File: src/rtl/spi_minion.sv
// -----------------------------------------------------------------------------
// spi_minion
// SPI peripheral end of the SPI link: mode 0 (CPOL=0, CPHA=0), MSB first.
// The asynchronous pins cs/sclk/mosi are oversampled with clk. Received words
// are presented on a val/rdy send interface; a word accepted on the val/rdy
// recv interface is shifted out on miso during the next transfer.
//
// Ports
//   clk       in   1      system clock
//   reset     in   1      synchronous, active-high reset
//   cs        in   1      chip select from master, active low, async to clk
//   sclk      in   1      serial clock from master, async to clk
//   mosi      in   1      serial data from master
//   miso      out  1      serial data to master (always driven)
//   recv_msg  in   nbits  word to transmit on the next transfer
//   recv_val  in   1      recv_msg valid
//   recv_rdy  out  1      tx buffer empty
//   send_msg  out  nbits  last word received from the master
//   send_val  out  1      send_msg valid, held until accepted
//   send_rdy  in   1      downstream accepts send_msg
//   overflow  out  1      one-cycle pulse when a completed word is dropped
// -----------------------------------------------------------------------------
module spi_minion #(
    parameter int nbits = 8
) (
    input  logic             clk,
    input  logic             reset,
    input  logic             cs,
    input  logic             sclk,
    input  logic             mosi,
    output logic             miso,
    input  logic [nbits-1:0] recv_msg,
    input  logic             recv_val,
    output logic             recv_rdy,
    output logic [nbits-1:0] send_msg,
    output logic             send_val,
    input  logic             send_rdy,
    output logic             overflow
);

    localparam int CW = $clog2(nbits + 1);

    typedef enum logic [1:0] {
        IDLE  = 2'd0,
        SHIFT = 2'd1,
        HOLD  = 2'd2
    } state_t;

    state_t r_state;
    state_t w_state_next;

    // Synchroniser chains: index 0 is the first stage. Stage 1 is the
    // synchronised value, stage 2 (cs/sclk only) is its delayed copy for
    // edge detection.
    logic [2:0] r_cs_sync;
    logic [2:0] r_sclk_sync;
    logic [1:0] r_mosi_sync;

    logic [nbits-1:0] r_tx_buf;
    logic             r_tx_buf_valid;
    logic [nbits-1:0] r_tx_shift;
    // Only nbits-1 history bits are kept; the newest bit comes straight from
    // the synchroniser when the word completes.
    logic [nbits-2:0] r_rx_shift;
    logic [CW-1:0]    r_bit_cnt;
    logic [nbits-1:0] r_send_msg;
    logic             r_send_val;
    logic             r_overflow;

    logic             w_cs_fall;
    logic             w_cs_rise;
    logic             w_sclk_rise;
    logic             w_sclk_fall;
    logic             w_mosi_s;
    logic             w_recv_fire;
    logic             w_last_bit;
    logic             w_accept;
    logic             w_send_fire;
    logic [nbits-1:0] w_rx_word;

    // -------------------------------------------------------------------------
    // Input synchronisers. cs resets high so an idle bus does not look like
    // a falling edge straight out of reset.
    // -------------------------------------------------------------------------
    always_ff @(posedge clk) begin
        if (reset) begin
            r_cs_sync   <= 3'b111;
            r_sclk_sync <= 3'b000;
            r_mosi_sync <= 2'b00;
        end else begin
            r_cs_sync   <= {r_cs_sync[1:0], cs};
            r_sclk_sync <= {r_sclk_sync[1:0], sclk};
            r_mosi_sync <= {r_mosi_sync[0], mosi};
        end
    end

    assign w_cs_fall   =  r_cs_sync[2]   & ~r_cs_sync[1];
    assign w_cs_rise   = ~r_cs_sync[2]   &  r_cs_sync[1];
    assign w_sclk_rise = ~r_sclk_sync[2] &  r_sclk_sync[1];
    assign w_sclk_fall =  r_sclk_sync[2] & ~r_sclk_sync[1];
    assign w_mosi_s    =  r_mosi_sync[1];

    assign recv_rdy    = ~r_tx_buf_valid;
    assign w_recv_fire = recv_val & ~r_tx_buf_valid;
    assign w_send_fire = r_send_val & send_rdy;
    assign w_accept    = ~r_send_val | send_rdy;
    assign w_rx_word   = {r_rx_shift, w_mosi_s};
    assign w_last_bit  = w_sclk_rise && (r_bit_cnt == CW'(nbits - 1));

    assign send_msg = r_send_msg;
    assign send_val = r_send_val;
    assign overflow = r_overflow;

    // -------------------------------------------------------------------------
    // FSM state register
    // -------------------------------------------------------------------------
    always_ff @(posedge clk) begin
        if (reset) begin
            r_state <= IDLE;
        end else begin
            r_state <= w_state_next;
        end
    end

    // -------------------------------------------------------------------------
    // FSM next state and miso. A cs rise in SHIFT takes priority over a
    // coincident sclk edge so an abort never completes a word.
    // -------------------------------------------------------------------------
    always_comb begin
        w_state_next = r_state;
        miso         = 1'b0;
        case (r_state)
            IDLE: begin
                if (w_cs_fall) begin
                    w_state_next = SHIFT;
                end
            end
            SHIFT: begin
                miso = r_tx_shift[nbits-1];
                if (w_cs_rise) begin
                    w_state_next = IDLE;
                end else if (w_last_bit) begin
                    w_state_next = HOLD;
                end
            end
            HOLD: begin
                if (w_cs_rise) begin
                    w_state_next = IDLE;
                end
            end
            default: begin
                w_state_next = IDLE;
            end
        endcase
    end

    // -------------------------------------------------------------------------
    // Datapath: tx buffer, shift registers, bit counter, send interface.
    // -------------------------------------------------------------------------
    always_ff @(posedge clk) begin
        if (reset) begin
            r_tx_buf       <= '0;
            r_tx_buf_valid <= 1'b0;
            r_tx_shift     <= '0;
            r_rx_shift     <= '0;
            r_bit_cnt      <= '0;
            r_send_msg     <= '0;
            r_send_val     <= 1'b0;
            r_overflow     <= 1'b0;
        end else begin
            r_overflow <= 1'b0;

            if (w_send_fire) begin
                r_send_val <= 1'b0;
            end

            if (r_state == IDLE && w_cs_fall) begin
                r_bit_cnt <= '0;
                if (w_recv_fire) begin
                    // Word arriving in the start cycle goes straight to the
                    // shifter; the buffer stays empty.
                    r_tx_shift <= recv_msg;
                end else begin
                    r_tx_shift     <= r_tx_buf_valid ? r_tx_buf : '0;
                    r_tx_buf_valid <= 1'b0;
                end
            end else if (w_recv_fire) begin
                r_tx_buf       <= recv_msg;
                r_tx_buf_valid <= 1'b1;
            end

            if (r_state == SHIFT && !w_cs_rise) begin
                if (w_sclk_rise) begin
                    r_rx_shift <= w_rx_word[nbits-2:0];
                    r_bit_cnt  <= r_bit_cnt + CW'(1);
                    if (w_last_bit) begin
                        if (w_accept) begin
                            r_send_msg <= w_rx_word;
                            r_send_val <= 1'b1;
                        end else begin
                            r_overflow <= 1'b1;
                        end
                    end
                end
                // The MSB is already on miso for the first rising edge, so
                // shifting starts with the fall after bit 0 was sampled.
                if (w_sclk_fall && r_bit_cnt != '0) begin
                    r_tx_shift <= {r_tx_shift[nbits-2:0], 1'b0};
                end
            end
        end
    end

endmodule

File: config.mk
export PLATFORM = sky130hd
export DESIGN_NAME = spi_minion
export DESIGN_NICKNAME = d
export VERILOG_FILES = /design/src/rtl/spi_minion.sv
export SDC_FILE = /design/constraint.sdc
export NUM_CORES = 1
export LEC_CHECK = 0
export ABC_AREA = 1
export CAP_MARGIN = 20
export CORE_MARGIN = 2
export CORE_UTILIZATION = 35
export DETAILED_ROUTE_END_ITERATION = 10
export PLACE_DENSITY = 0.55
export SLEW_MARGIN = 5
export SYNTH_ARGS = -nofsm -noshare
export SYNTH_HDL_FRONTEND = slang
export SYNTH_SLANG_ARGS = --single-unit
File: constraint.sdc
create_clock -name clk -period 2.2 [get_ports clk]
set_clock_uncertainty 0.15 [all_clocks]
set_input_delay 0.33 -clock clk [delete_from_list [all_inputs] [get_ports clk]]
set_output_delay 0.33 -clock clk [all_outputs]
set_load 0.1 [all_outputs]
==> run summary <==
Most used DFF post-synth = dfxtp_1
Clk root buf = clkbuf_8
YS warnings = 0
WS Path Type = flop to output port
Nets@finish = 362
Final routed DRC violation total = 0
Crit-path slowest cell = dfxtp_1
DRT Pass-1 Iters = 4
Number of fill cells = 683
CTS tree = done
Largest area contributor in the netlist = dfxtp_1
Fmax = 0.558 GHz
Register area share after synthesis = 43.1%
Critical Path RT = 1.72 ns
Fin cells = 422
Placed cell count = 414
Placement Cell Area = 0.00255 mm2
Syn Inst Count = 315
Pwr Total = 1.74 mW
Area Growth Syn to Fin = 19.7%
Design area = 0.00267 mm2
Yosys reg bits = 48
Die Wd = 83.8 um
Crit-path cells = clkinv_2 > buf_4
Vias/cell = 4.57
Share of cells above drive strength 1 = 15.7%
First-pass GRT wire length = 7680 um
Grt ovf = 0
Max-Cap Viols = 0
Nature of the critical path endpoint = output port
Vias in the first global route = 1717
H-tree levels = 2
Crit share post-route = 81.4%
WL per Instance = 10.8 um
Max clock buf depth = 2
Startpoint Class = flop
Static Leak = 1.23 nW
Most common cell in the netlist = nor2_1
Boundary pin count = 27
Hold slack = 0.260 ns
Max IR drop VDD = 0.000309 V
Die H = 83.8 um
Top Metal Used = met4
Sequential share of power = 52.6%
Final hold vios = 0
Starting DRC count in detailed routing = 72
Hpwl dp = 3340 um
Post-CTS setup buffer count = 0
Met1 WL = 2180 um
Largest family of logic cells by synthesized area = simple AND/OR/NAND/NOR gates
Unique cell type count in the Yosys netlist = 28
Reg clk slew, reported paths = 0.09 ns
Setup TNS = 0 ns
Xor/xnor share of the synthesized area = 0%
Unrepaired setup endpoints after global routing = no
Max Slew Vio Count = 0
Die area = 0.00702 mm2
P per Cell Area = 654 mW/mm2
Syn Nets = 333
Core ar. = 0.00624 mm2
WL final = 4560 um
Post-synth top area share = 43.1%
Largest net degree at the start of global routing = 17
Routed Antenna Nets = 0
Post-route minimum period = 1.79 ns
Sw frac = 25.2%
Met2 WL = 2100 um
Synth Area in Simple Gates = 40.1%
Commonest cells in the netlist = nor2_1 (73), nand2_1 (69), dfxtp_1 (48), inv_1 (32)
Num rows = 29
Outcome = finished, final reports clean
Placer Congestion = 0.856
HP Class = flop to flop
Total Routing Usage GR = 13.5%
Via count = 1929
Final setup violation count = 0
Compound-gate portion of the synthesized area = 6.12%
Cts repair resizes = 0
Async SR Flop Fraction = 0%
Clk sink count = 48
Initial core utilization = 35.7%
Worst slew pin tran = 0.387 ns
Post-synthesis mux area share = 0%
Worst endpoint data arrival time = 1.31 ns
Wire length on met3 = 225 um
Area contributors post-synth = dfxtp_1 (43%), nor2_1 (12%), nand2_1 (12%)
Clock Power Share = 36.7%
TritonCTS Buffers = 5
Number of synthesized flops with an enable pin = 0
Post-Synth Adder-Cell Area = 1.69%
Comb pwr share = 10.6%
Sw Pwr = 0.439 mW
Clk_lat worst skew = 0.30 ns
CP max stage delay = 0.51 ns
# hold bufs at CTS = 0
Int Pwr = 1.30 mW
Initial antenna violation count = 0
Mean area per synthesized cell = 7.07 um2
Port-buffer cells = 26
Ant diodes = 0
Slew headroom = 74.1%
Worst-path fanout max = 10
Post-synthesis instance area = 0.00223 mm2
[critical path: cells and delay by family, from the launching register on]
kind	cells	cell delay [ns]
buf+inv	2	0.49
flops	1	0.51
[power by group through the flow]
stage / sequential [mW] / clock (mW) / combinational (mW)
floorplan: 0.928 / 0 / 0.134
global placement: 0.939 / 0 / 0.186
detailed placement: 0.938 / 0 / 0.187
CTS: 0.917 / 0.658 / 0.188
global route: 0.922 / 0.702 / 0.209
finish: 0.918 / 0.641 / 0.185
[cell usage in the layout (no fill, tap or decap), drive strengths merged]
cell type      Yosys  routed
a21oi              7       7
buf                5      17
bufinv             0       1
clkbuf             4       5
clkdlybuf4s50      0      14
clkinv             1       2
clkinvlp           0       1
dfxtp             48      48
ha                 3       3
inv               37      37
nand2             74      74
nand3             23      23
nand3b             2       2
nand4              5       5
nor2              83      83
nor3               1       1
o21ai             19      19
o22ai              1       1
or2                2       2
[worst paths after layout]
check | slack, ns | start | end | cells after the start
hold / removal | 0.26 | r_sclk_sync[0] | r_sclk_sync[1] | 2
setup / recovery | 0.41 | r_tx_buf_valid | recv_rdy | 2
hold reg to reg | 0.26 | r_sclk_sync[0] | r_sclk_sync[1] | 2
setup reg to reg | 0.46 | r_tx_buf_valid | r_tx_buf[7] | 7
[layout make-up]
| type | instances | area [um2] | share of cell area, % |
|---|---|---|---|
| multi-input cells | 220 | 1070 | 40.1 |
| repair buffers | 31 | 280 | 10.5 |
| clock inverters | 3 | 42.5 | 1.60 |
| clock buffers | 5 | 68.8 | 2.58 |
| flip-flops and latches | 48 | 961 | 36.1 |
| well taps | 77 | 96.3 | 3.62 |
| inverters | 38 | 146 | 5.49 |
[state kept, by name, indices dropped and copies added (netlist names)]
register	count
r_tx_buf	8
r_tx_shift	8
send_msg	8
r_rx_shift	7
r_bit_cnt	4
r_cs_sync	3
r_sclk_sync	3
r_mosi_sync	2
r_state	2
overflow	1
r_tx_buf_valid	1
send_val	1
[routing by layer]
layer | vias to the layer above | track usage [%]
met4 | 0 | 3.81
met5 | - | 0
li1 | 1032 | -
met1 | 851 | 17.4
met2 | 41 | 22.1
met3 | 5 | 3.66
[stage by stage]
stage          utilization [%]  worst slack (ns)
2_1_floorplan                -             0.345
3_3_place_gp              40.9             0.396
3_5_place_dp              40.9             0.317
4_1_cts                   42.7             0.422
5_1_grt                   42.7             0.256
6_report                  42.7             0.409
[cell families (layout without fill, tap and decap cells)]
family / Yosys count / after routing
compound gates: 27 / 27
flops: 48 / 48
buf+inv: 47 / 77
fa+ha+maj: 3 / 3
simple gates: 190 / 190
Power figures use the tool's default switching activity.
